## config.mk

```make
export PLATFORM = sky130hd
export DESIGN_NAME = ahblite_timer
export DESIGN_NICKNAME = d
export VERILOG_FILES = /design/src/rtl/timer_pkg.sv /design/src/rtl/ahblite_timer_core.sv /design/src/rtl/ahblite_timer.sv
export SDC_FILE = /design/constraint.sdc
export NUM_CORES = 1
export LEC_CHECK = 0
export CAP_MARGIN = 20
export CORE_MARGIN = 3
export CORE_UTILIZATION = 45
export CTS_BUF_LIST = sky130_fd_sc_hd__clkbuf_4 sky130_fd_sc_hd__clkbuf_8
export DETAILED_ROUTE_END_ITERATION = 8
export PLACE_DENSITY = 0.81
export SLEW_MARGIN = 20
export SYNTH_ARGS = -nofsm -noshare
export SYNTH_HDL_FRONTEND = slang
export SYNTH_SLANG_ARGS = --single-unit
```

## constraint.sdc

```tcl
create_clock -name HCLK -period 2.8 [get_ports HCLK]
set_input_delay 0.56 -clock HCLK [delete_from_list [all_inputs] [get_ports HCLK]]
set_output_delay 0.56 -clock HCLK [all_outputs]
set_load 0.01 [all_outputs]
```

## src/rtl/timer_pkg.sv

```systemverilog
// Shared definitions for the AHB-Lite timer: register offsets, CTRL layout
// and AHB transfer-type decoding.
package timer_pkg;

    localparam logic [2:0] TIMER_CTRL     = 3'd0;
    localparam logic [2:0] TIMER_LOAD     = 3'd1;
    localparam logic [2:0] TIMER_VALUE    = 3'd2;
    localparam logic [2:0] TIMER_PRESCALE = 3'd3;
    localparam logic [2:0] TIMER_INTSTAT  = 3'd4;

    localparam int CTRL_EN       = 0;
    localparam int CTRL_IE       = 1;
    localparam int CTRL_PERIODIC = 2;

    localparam logic [1:0] HTRANS_IDLE   = 2'b00;
    localparam logic [1:0] HTRANS_BUSY   = 2'b01;
    localparam logic [1:0] HTRANS_NONSEQ = 2'b10;
    localparam logic [1:0] HTRANS_SEQ    = 2'b11;

    // Member order puts EN at bit 0, matching the CTRL_* indices.
    typedef struct packed {
        logic periodic;
        logic ie;
        logic en;
    } ctrl_t;

    function automatic logic trans_active(input logic [1:0] htrans);
        logic active;
        case (htrans)
            HTRANS_NONSEQ, HTRANS_SEQ: active = 1'b1;
            HTRANS_IDLE, HTRANS_BUSY:  active = 1'b0;
            default:                   active = 1'b0;
        endcase
        return active;
    endfunction

endpackage

```

## src/rtl/ahblite_timer_core.sv

```systemverilog
// Prescaled 32-bit down-counter with one-shot/periodic reload and a sticky
// underflow status bit.
module ahblite_timer_core
    import timer_pkg::*;
(
    input  logic        clk_i,
    input  logic        srst_i,
    input  logic        en_i,
    input  logic        periodic_i,
    input  logic [7:0]  prescale_i,
    input  logic [31:0] load_i,
    input  logic        load_we_i,
    input  logic        int_clr_i,
    output logic [31:0] value_o,
    output logic        intstat_o,
    output logic        oneshot_done_o
);

    logic [7:0]  presc_q, presc_d;
    logic [31:0] value_q, value_d;
    logic        intstat_q, intstat_d;
    logic        tick;
    logic        underflow;

    assign tick      = en_i && (presc_q == prescale_i);
    // A LOAD write on the same edge overrides the whole tick.
    assign underflow = tick && (value_q == 32'd0) && !load_we_i;

    always_comb begin
        presc_d = presc_q;
        value_d = value_q;
        if (load_we_i) begin
            value_d = load_i;
            presc_d = 8'd0;
        end else if (en_i) begin
            presc_d = tick ? 8'd0 : presc_q + 8'd1;
            if (tick) begin
                if (value_q != 32'd0) begin
                    value_d = value_q - 32'd1;
                end else if (periodic_i) begin
                    value_d = load_i;
                end
            end
        end
        intstat_d = underflow ? 1'b1 : (int_clr_i ? 1'b0 : intstat_q);
    end

    always_ff @(posedge clk_i) begin
        if (srst_i) begin
            presc_q   <= 8'd0;
            value_q   <= 32'd0;
            intstat_q <= 1'b0;
        end else begin
            presc_q   <= presc_d;
            value_q   <= value_d;
            intstat_q <= intstat_d;
        end
    end

    assign value_o        = value_q;
    assign intstat_o      = intstat_q;
    assign oneshot_done_o = underflow && !periodic_i;

endmodule

```

## src/rtl/ahblite_timer.sv

```systemverilog
// AHB-Lite zero-wait-state slave wrapping the timer core: phase capture,
// register decode and read mux.
module ahblite_timer
    import timer_pkg::*;
#(
    parameter int ADDR_W = 12
) (
    input  logic              HCLK,
    input  logic              HRESET,
    input  logic              HSEL,
    input  logic [ADDR_W-1:0] HADDR,
    input  logic [1:0]        HTRANS,
    input  logic [2:0]        HSIZE,
    input  logic              HWRITE,
    input  logic [31:0]       HWDATA,
    input  logic              HREADY,
    output logic              HREADYOUT,
    output logic              HRESP,
    output logic [31:0]       HRDATA,
    output logic              TIMER_IRQ
);

    logic        wr_q, rd_q, irq_q;
    logic [2:0]  addr_q;
    ctrl_t       ctrl_q, ctrl_d;
    logic [31:0] load_q, load_d;
    logic [7:0]  prescale_q, prescale_d;
    logic        accept, load_we, int_clr;
    logic [31:0] value;
    logic        intstat, oneshot_done;
    logic        unused_bits;

    assign unused_bits = ^{HSIZE, HADDR[ADDR_W-1:5], HADDR[1:0]};
    assign accept      = HSEL && HREADY && trans_active(HTRANS);
    assign load_we     = wr_q && (addr_q == TIMER_LOAD);
    assign int_clr     = wr_q && (addr_q == TIMER_INTSTAT) && HWDATA[0];

    always_comb begin
        ctrl_d = ctrl_q;
        if (wr_q && (addr_q == TIMER_CTRL)) begin
            ctrl_d = ctrl_t'(HWDATA[2:0]);
        end else if (oneshot_done) begin
            ctrl_d.en = 1'b0;
        end
        load_d     = load_we ? HWDATA : load_q;
        prescale_d = (wr_q && (addr_q == TIMER_PRESCALE)) ? HWDATA[7:0] : prescale_q;
    end

    always_ff @(posedge HCLK) begin
        if (HRESET) begin
            wr_q       <= 1'b0;
            rd_q       <= 1'b0;
            addr_q     <= 3'd0;
            ctrl_q     <= '0;
            load_q     <= 32'd0;
            prescale_q <= 8'd0;
            irq_q      <= 1'b0;
        end else begin
            wr_q       <= accept && HWRITE;
            rd_q       <= accept && !HWRITE;
            if (accept) begin
                addr_q <= HADDR[4:2];
            end
            ctrl_q     <= ctrl_d;
            load_q     <= load_d;
            prescale_q <= prescale_d;
            irq_q      <= intstat && ctrl_q[CTRL_IE];
        end
    end

    // load_d already carries HWDATA during a LOAD write, so it serves both
    // the immediate load and periodic reload.
    ahblite_timer_core u_core (
        .clk_i          (HCLK),
        .srst_i         (HRESET),
        .en_i           (ctrl_q[CTRL_EN]),
        .periodic_i     (ctrl_q[CTRL_PERIODIC]),
        .prescale_i     (prescale_q),
        .load_i         (load_d),
        .load_we_i      (load_we),
        .int_clr_i      (int_clr),
        .value_o        (value),
        .intstat_o      (intstat),
        .oneshot_done_o (oneshot_done)
    );

    always_comb begin
        HRDATA = 32'd0;
        if (rd_q) begin
            case (addr_q)
                TIMER_CTRL:     HRDATA = {29'd0, ctrl_q};
                TIMER_LOAD:     HRDATA = load_q;
                TIMER_VALUE:    HRDATA = value;
                TIMER_PRESCALE: HRDATA = {24'd0, prescale_q};
                TIMER_INTSTAT:  HRDATA = {31'd0, intstat};
                default:        HRDATA = 32'd0;
            endcase
        end
    end

    assign HREADYOUT = 1'b1;
    assign HRESP     = 1'b0;
    assign TIMER_IRQ = irq_q;

endmodule

```

==> results of run 1 <==
[metal layers]
layer	wire length (um)	part of all wire, %
met5	0	0
met4	448	2.9
met3	1068	6.9
met2	7193	47
met1	6741	44
[registers in the layout (all words and copies together) (netlist names)]
signal	count
load_q	32
u_core.value_o	32
prescale_q	8
u_core.presc_q	8
addr_q	3
ctrl_q	3
TIMER_IRQ	1
rd_q	1
u_core.intstat_o	1
wr_q	1
[report_power, final]
group	total [uW]	internal, uW	switching [uW]
logic	260	121	139
registers	1290	1280	6.78
clock network	954	490	464
[worst max-delay path by stage]
| stage | from | endpoint | depth (start not counted) |
|---|---|---|---|
| finish | u_core.value_o[10] | u_core.value_o[7] | 7 |
| detailed placement | u_core.value_o[19] | u_core.value_o[8] | 7 |
| CTS | u_core.value_o[19] | u_core.value_o[8] | 7 |
| floorplan | u_core.value_o[19] | u_core.value_o[7] | 8 |
| global route | addr_q[0] | HRDATA[25] | 5 |
| global placement | u_core.value_o[19] | u_core.value_o[19] | 6 |
[synthesized netlist by cell type (all sizes together) (3+ instances only)]
| master | n | area (sq um) |
|---|---|---|
| nand2 | 122 | 457.9 |
| dfxtp | 90 | 1802 |
| nor2 | 88 | 330.3 |
| a21oi | 65 | 325.3 |
| clkbuf | 48 | 180.2 |
| a22oi | 32 | 240.2 |
| xnor2 | 25 | 219.0 |
| a211oi | 24 | 180.2 |
| nor4 | 16 | 100.1 |
| xor2 | 16 | 140.1 |
| nor3 | 15 | 75.07 |
| buf | 13 | 98.84 |
| nand4 | 12 | 75.07 |
| nand3 | 11 | 55.05 |
| o21ai | 11 | 55.05 |
| a211o | 10 | 87.58 |
| mux2i | 9 | 90.09 |
| o211ai | 9 | 67.56 |
| nor2b | 7 | 43.79 |
| and3 | 5 | 31.28 |
| mux2 | 5 | 56.30 |
| a21o | 4 | 30.03 |
| inv | 4 | 15.01 |
| o21a | 4 | 30.03 |
| o221a | 4 | 45.04 |
| or4 | 4 | 33.78 |
| a311oi | 3 | 26.28 |
| and2 | 3 | 18.77 |
| ha | 3 | 37.54 |
| mux4 | 3 | 67.56 |
| nand2b | 3 | 18.77 |
| nand3b | 3 | 22.52 |
| or3 | 3 | 23.77 |
[layout make-up]
type                    instances  area, sq um  share of cell area [%]
multi-input cells             539         3148                   48.92
flip-flops and latches         90         1805                   28.06
repair buffers                118         1084                   16.84
well taps                     140        175.2                   2.722
clock buffers                  13        172.7                   2.683
clock inverters                 2        35.03                  0.5444
inverters                       4        15.01                  0.2333
[cells by family (layout without fill, tap and decap cells)]
kind of cell / Yosys count / in the layout / share of synthesized area (%)
buffers and inverters: 65 / 137 / 5.619
multiplexers: 17 / 17 / 4.089
adder cells (fa/ha/maj): 3 / 3 / 0.7174
AND/OR/NAND/NOR: 300 / 300 / 25.85
XOR/XNOR: 41 / 41 / 6.863
flip-flops: 90 / 90 / 34.43
AO/OA/AOI/OAI: 176 / 176 / 22.29
other: 2 / 2 / 0.1435
[worst register-to-register path, cell delays in order, from the launching register on]
cell      delay [ns]
dfxtp_1         0.38
nor4_1          0.47
nand2_1         0.26
or4_4           0.65
buf_4           0.19
or3b_1          0.35
a21oi_1         0.16
a211oi_1        0.08
[per-stage QoR]
step / cells / worst slack [ns] / total power (uW) / utilization [%] / hold WS, ns
6_report: 906 / 0.09922 / 2504 / 58.09 / 0.4745
5_1_grt: 906 / 0.0003499 / 2581 / 58.09 / 0.4986
4_1_cts: 904 / 0.005944 / 2503 / 57.83 / 0.4746
3_5_place_dp: 889 / 0.02992 / 1568 / 55.94 / 0.4623
3_3_place_gp: 889 / 0.08530 / 1563 / 55.94 / 0.4542
2_1_floorplan: 694 / 0.1169 / 1469 / - / 0.4425
[repair_timing]
item	4_1_cts	5_1_grt
hold endpoints to repair	0	0
setup buffers	0	2
hold buffers	0	0
gates resized for setup	1	4
setup endpoints to repair	13	45
pin swaps	0	1
==> flow_summary_export.csv, run 1 <==
group,metric,value,unit
sta,maxSlewHeadroom,43.71,%
clock_network,numCtsBuffers,9,
clock_network,clk_path_buf_depth,2,
synthesis,syn-num-nets,751,
synthesis,seq_area_frac_synth,34.43,%
critical_path,crit_buf_inv,1,
critical_path,cp_slowest_cell,"or4_4",
status,status,"finished, final reports clean",
grt,grt_antenna_before_repair,0,
grt,use_met3,4.138,%
drt,ant_nets,0,
final_layout,layout-drive-gt1-share,10.97,%
final_layout,num_antenna_cells,0,
clock_network,cts.clk_slew.worst_paths,0.09,ns
critical_path,slowest_delay,0.65,ns
critical_path,setup.worst_path.class,"reg -> reg",
clock_network,root_buffer,"clkbuf_8",
job,max-cap-violations,0,
synthesis,synth-main-ff-cell,"dfxtp_1",
drt,drtIter0Drc,564,
hold_path,hold-path-endpoint,"load_q[31]",
placed_design,portBuffers,73,
floorplan,die_w,113.8,um
sta,final_max_slew_viol_count,0,
synthesis,synthesis.area,0.005233,sq mm
critical_path,cp_data_arrival_time,2.93,ns
sta,setup-violations-final,0,
drt,wire_per_inst,17.06,um
critical_path,r2r_cells,7,
grt,busiest_layer,"met2",
clock_network,cts_tree,"built",
synthesis,ys_warn_count,0,
placed_design,post_dp_cell_area,0.006197,sq mm
floorplan,pin_count,89,
power,ir_drop,0.2415,mV
critical_path,cp-end-kind,"flip-flop",
grt,met2_usage,38.67,%
drt,totalWireLength,15450,um
grt,grt_pass1_vias,5330,
synthesis,synth_area_per_cell,7.540,sq um
sta,fmax,370.3,MHz
critical_path,crit_required,3.03,ns
sta,hold_viol_final,0,
grt,groute.usage.overall,24.21,%
synthesis,synth_edf_count,0,
floorplan,die-area,0.01296,sq mm
floorplan,num_rows,38,
synthesis,synth_cell_types,53,
clock_network,cts_sinks,90,
hold_path,worstHoldPathType,"reg -> reg",
sta,min_period_over_period,96.46,%
sta,min_period,2.701,ns
sta,fin_setup_tns,0,ns
final_layout,fillers,1006,
sta,worstMarginPinSlew,0.8443,ns
power,p_leak,0.002334,uW
synthesis,synthCells,694,
hold_path,min_from,"load_q[31]",
critical_path,crit_family,"simple AND/OR/NAND/NOR gates",
grt,grt_pass1_wl,25680,um
synthesis,synth_async_sr_flop_share,0,%
grt,grt-ovfl-total,0,
final_layout,final_cell_area,0.006435,sq mm
final_layout,final_cell_mix,"121 x nand2_1, 89 x dfxtp_1, 88 x nor2_1, 72 x clkdlybuf4s50_1, 65 x a21oi_1",
final_layout,final_common_cell,"nand2_1",
sta,rsz0062_at_grt,"no",
grt,met1_usage,32.09,%
floorplan,die_y,113.8,um
drt,first_pass_iters,5,
critical_path,reg2reg_slack,0.1,ns
drt,drc,0,
clock_network,worstSkewPairLatency,0.38,ns
critical_path,crit_chain,"nor4_1 > nand2_1 > or4_4 > buf_4 > or3b_1 > a21oi_1 > a211oi_1",
placed_design,place.gp.congestion,0.8730,
clock_network,h-tree-depth,3,
floorplan,core_area,0.01108,sq mm
placed_design,hpwl,10820,um
final_layout,fin_nets,819,
sta,clock_skew,0.01379,ns
critical_path,reg2reg_to,"u_core.value_o[7]",
final_layout,syn_to_final_growth,22.98,%
drt,num_vias,5477,
power,power_density,389.1,mW/mm^2
floorplan,floorplan.initialDensity,47.23,%
drt,routed_via_density,6.045,
grt,grt_max_degree,77,
critical_path,startpoint_type,"flip-flop",
critical_path,r2r-start,"u_core.value_o[10]",
critical_path,cp_max_fo,6,
hold_path,hold_path_depth,2,
synthesis,synth_seq_cells,90,
No activity file was read; power rests on OpenSTA's default activity.
==> inputs of run 2 (changes only) <==
DONT_BUFFER_PORTS = 1   (was default)
PLACE_DENSITY = 0.71   (was 0.81)
==> flow_summary_export.csv, run 2 (synthesis gave the netlist of run 1 again) <==
group,metric,value,unit
grt,grt_pass1_wl,24480,um
floorplan,core_area,0.01108,sq mm
critical_path,cp_data_arrival_time,2.95,ns
sta,final_max_slew_viol_count,0,
placed_design,place.gp.congestion,0.9032,
clock_network,cts.clk_slew.worst_paths,0.09,ns
sta,fmax,372.0,MHz
final_layout,layout-drive-gt1-share,12.52,%
floorplan,die_y,113.8,um
floorplan,floorplan.initialDensity,47.23,%
clock_network,cts_tree,"built",
sta,holdWs,0.2416,ns
final_layout,final_common_cell,"nand2_1",
hold_path,min_from,"HRESET",
critical_path,cp-end-kind,"flip-flop",
job,max-cap-violations,0,
clock_network,root_buffer,"clkbuf_8",
placed_design,portBuffers,0,
final_layout,final_cell_mix,"121 x nand2_1, 90 x dfxtp_1, 88 x nor2_1, 65 x a21oi_1, 44 x buf_4",
critical_path,cp-startpoint,"u_core.value_o[19]",
clock_network,worstSkewPairLatency,0.38,ns
drt,totalWireLength,15140,um
floorplan,num_rows,38,
drt,first_pass_iters,5,
floorplan,die_w,113.8,um
drt,wire_per_inst,18.13,um
grt,grt-ovfl-total,0,
critical_path,startpoint_type,"flip-flop",
power,power_density,444.0,mW/mm^2
drt,ant_nets,0,
grt,grt_pass1_vias,4933,
sta,min_period_over_period,96.02,%
grt,grt_antenna_before_repair,0,
clock_network,clk_path_buf_depth,2,
critical_path,cp_max_fo,11,
drt,drtIter0Drc,535,
sta,worstMarginPinSlew,0.6186,ns
critical_path,crit_required,3.06,ns
final_layout,syn_to_final_growth,10.09,%
floorplan,pin_count,89,
sta,maxSlewHeadroom,58.38,%
sta,rsz0062_at_grt,"yes",
sta,fin_setup_tns,0,ns
clock_network,numCtsBuffers,9,
power,p_leak,0.002091,uW
sta,min_period,2.688,ns
clock_network,cts_sinks,90,
floorplan,die-area,0.01296,sq mm
power,ir_drop,0.2811,mV
sta,setup-violations-final,0,
drt,num_vias,5190,
critical_path,setup.worst_path.class,"reg -> reg",
final_layout,num_antenna_cells,0,
status,status,"finished, final reports clean",
sta,clock_skew,0.01318,ns
drt,drc,0,
final_layout,fin_nets,747,
sta,hold_viol_final,0,
placed_design,hpwl,10540,um
critical_path,r2r-start,"u_core.value_o[19]",
clock_network,h-tree-depth,3,
grt,groute.usage.overall,23.26,%
hold_path,worstHoldPathType,"in -> reg",
drt,routed_via_density,6.216,
grt,grt_max_degree,78,
[run 2: changes by cell type in the layout (fill, tap and decap cells not counted), moves of 2 or more]
cell	change
clkdlybuf4s50_1	-72
clkbuf_8	-3
a211oi_1	-2
a211oi_2	+2
buf_4	+2
buf_6	-2
bufinv_16	+2
[run 2: metal layers]
metal,global-route usage (%),part of all wire (%)
met5,0,0
met4,10.53,2.1
met3,3.448,7.1
met2,37.18,48
met1,31.11,43
[run 2: critical path, stage by stage, from the launching register on]
cell     delay, ns
dfxtp_1       0.32
or4_1         0.54
or3_4         0.42
or4_1         0.60
and2_1        0.34
o21ai_0       0.25
o22ai_1       0.10
[run 2: what timing repair did]
item | 4_1_cts | 5_1_grt
setup buffers | 0 | 2
gates resized for setup | 0 | 5
endpoints found under the hold margin | 0 | 0
hold buffers | 0 | 0
endpoints found under the setup margin | 0 | 19
[run 2: final timing paths]
path,end,slack (ns),depth (start not counted)
min,load_q[21],0.24,1
max,u_core.value_o[20],0.11,6
max reg2reg,u_core.value_o[20],0.11,6
min reg2reg,load_q[31],0.47,2
[run 2: where the power goes]
part	switching, uW	total, uW	internal [uW]
sequential	7.89	1290	1280
combinational	101	173	72.1
clock	481	1090	612
[run 2: metrics by stage]
step           power (uW)  instance area, sq um  util, %  setup WS [ns]  instances
6_report             2558                  5761    52.00         0.1115        835
5_1_grt              2632                  5761    52.00       -0.03032        835
4_1_cts              2569                  5722    51.65        0.06391        833
3_5_place_dp         1486                  5480    49.47        0.09129        817
3_3_place_gp         1484                  5480    49.47         0.1101        817
2_1_floorplan        1469                  5233        -         0.1169        694
[run 2: cell type report]
type	count	area, sq um
clock inverters	5	102.6
multi-input cells	539	3162
clock buffers	11	138.9
repair buffers	46	365.4
fillers	1080	5318
inverters	4	15.01
well taps	140	175.2
flip-flops and latches	90	1802
==> inputs of run 3 (changes only) <==
RECOVER_POWER = 50   (was default)
SYNTH_HIERARCHICAL = 1   (was default)
==> flow_summary_export.csv, run 3 <==
group,metric,value,unit
status,status,"finished, final reports clean",
placed_design,hpwl,9461,um
grt,grt_pass1_vias,4530,
clock_network,cts-hold-fix-buffers,0,
sta,fmax,383.3,MHz
clock_network,post_cts_buffers,0,
synthesis,synth-main-ff-cell,"dfxtp_1",
critical_path,cp-end-kind,"flip-flop",
grt,grt-ovfl-total,0,
floorplan,die-area,0.01315,sq mm
sta,min_period_over_period,93.18,%
critical_path,cp_max_fo,16,
synthesis,synthesis.area,0.005313,sq mm
synthesis,ys_top_cells_by_count,"90 x dfxtp_1, 75 x nor2_1, 51 x a21oi_1",
critical_path,path_depth,7,
clock_network,ctsResizeCount,0,
critical_path,slowest_delay,0.67,ns
hold_path,min_from,"HRESET",
synthesis,seq_area_frac_synth,33.91,%
drt,wire_per_inst,17.80,um
drt,drtIter0Drc,248,
critical_path,cp_slowest_cell,"a2bb2oi_1",
clock_network,clk_path_buf_depth,2,
synthesis,synth_async_sr_flop_share,0,%
floorplan,pin_count,89,
synthesis,synth_cell_types,61,
sta,maxSlewHeadroom,25.66,%
final_layout,final_cell_area,0.005557,sq mm
final_layout,stdcell_count,758,
placed_design,post_dp_cell_area,0.005472,sq mm
hold_path,worstHoldPathType,"in -> reg",
drt,ant_nets,0,
sta,hold_viol_final,0,
critical_path,crit_family,"compound AO/OA/AOI/OAI gates",
sta,fin_setup_tns,0,ns
grt,groute.usage.overall,21.01,%
final_layout,fillers,1073,
placed_design,place.gp.congestion,0.8466,
job,max-cap-violations,0,
final_layout,final_cell_mix,"90 x dfxtp_1, 75 x nor2_1, 51 x a21oi_1, 39 x nand2_1, 35 x o21ai_0",
synthesis,synth_top_area_cell,"dfxtp_1",
sta,min_period,2.609,ns
synthesis,synth_seq_cells,90,
drt,first_pass_iters,5,
critical_path,startpoint_type,"flip-flop",
grt,grt_pass1_wl,22320,um
critical_path,cp_data_arrival_time,2.90,ns
critical_path,r2r_cells,7,
floorplan,num_rows,39,
final_layout,layout-drive-gt1-share,10.73,%
final_layout,final_common_cell,"dfxtp_1",
synthesis,synth_area_per_cell,8.541,sq um
synthesis,synthTopCellsByArea,"dfxtp_1 34%, mux2_4 8.2%, nor2_1 5.3%, a21oi_1 4.8%, a22oi_1 4.2%",
hold_path,hold_path_depth,1,
clock_network,worstSkewPairLatency,0.37,ns
synthesis,ys_warn_count,6,
synthesis,netlist.area_leader.share,33.91,%
clock_network,numCtsBuffers,9,
clock_network,cts_tree,"built",
clock_network,root_buffer,"clkbuf_8",
power,ir_drop,0.1875,mV
drt,num_vias,4484,
critical_path,crit_required,3.09,ns
floorplan,die_y,114.7,um
final_layout,num_antenna_cells,0,
sta,setup-violations-final,0,
grt,grt_antenna_before_repair,0,
power,power_density,412.1,mW/mm^2
sta,worstMarginPinSlew,1.100,ns
floorplan,core_area,0.01147,sq mm
critical_path,setup.worst_path.class,"reg -> reg",
power,p_leak,0.002036,uW
synthesis,synth_most_common_cell,"dfxtp_1",
placed_design,portBuffers,0,
drt,routed_via_density,5.916,
clock_network,h-tree-depth,3,
final_layout,fin_nets,667,
grt,grt_max_degree,90,
final_layout,syn_to_final_growth,4.593,%
sta,final_max_slew_viol_count,0,
synthesis,synthCells,622,
synthesis,synth_edf_count,0,
floorplan,floorplan.initialDensity,46.33,%
clock_network,cts_sinks,90,
sta,clock_skew,0.01288,ns
placed_design,dp_cells,742,
critical_path,crit_buf_inv,1,
clock_network,cts.clk_slew.worst_paths,0.09,ns
drt,drc,0,
sta,rsz0062_at_grt,"no",
critical_path,cp-startpoint,"u_core/presc_q[2]",
drt,totalWireLength,13490,um
critical_path,r2r-start,"u_core/presc_q[2]",
power,p_total,2290,uW
synthesis,syn-num-nets,679,
floorplan,die_w,114.7,um
critical_path,crit_chain,"xnor2_1 > nand4_1 > or3_1 > a2bb2oi_1 > buf_4 > a21oi_1 > a211oi_1",
==> run 3: cell count changes in the layout (fill, tap and decap cells not counted), sizes merged, moves of 14 or more <==
cell    delta
xnor2     -15
a211oi    -19
buf       -26
mux2      +35
a21oi     -14
o21ai     +25
nand2     -83
and2b     +19
nor2b     +14
==> run 3: stage by stage <==
step | setup slack [ns] | utilization [%] | hold WS, ns
4_1_cts | 0.2521 | 49.54 | 0.2460
3_3_place_gp | 0.3113 | 47.71 | 0.4368
2_1_floorplan | 0.3610 | - | 0.4213
5_1_grt | 0.007957 | 48.46 | 0.2494
3_5_place_dp | 0.2673 | 47.71 | 0.4342
6_report | 0.1910 | 48.46 | 0.2597
==> run 3: final timing paths <==
kind / slack (ns) / to
max: 0.19 / u_core/value_o[12]
min: 0.26 / addr_q[1]
max reg2reg: 0.19 / u_core/value_o[12]
min reg2reg: 0.46 / TIMER_IRQ
==> run 3: logic make-up after synthesis <==
group	count (synthesis)	synth area share (%)
other	2	0.1414
AND/OR/NAND/NOR	257	26.26
buffers and inverters	56	5.535
XOR/XNOR	14	2.308
flip-flops	90	33.91
adder cells (fa/ha/maj)	3	0.7066
multiplexers	52	13.26
AO/OA/AOI/OAI	148	17.88
==> run 3: area by class of cell <==
cell class                 instances  area [sq um]  share of cell area, %
sequential                        90          1802                  32.43
clock inverter                     2         35.03                 0.6305
multi-input combinational        476          3127                  56.27
tap                              143         178.9                  3.220
timing repair buffer              23         202.7                  3.648
clock buffer                      14         173.9                  3.130
inverter                          10         37.54                 0.6755
==> run 3: power breakdown <==
group          switching (uW)  internal [uW]  total, uW
Combinational            28.8           20.8       49.6
Clock                     463            491        954
Sequential               4.29           1280       1290
==> run 3: per-layer routing <==
layer | GRT usage [%] | wire length [um]
met1 | 26.71 | 5951
met2 | 35.47 | 6613
met3 | 3.383 | 656
met4 | 8.314 | 269
met5 | 0 | 0
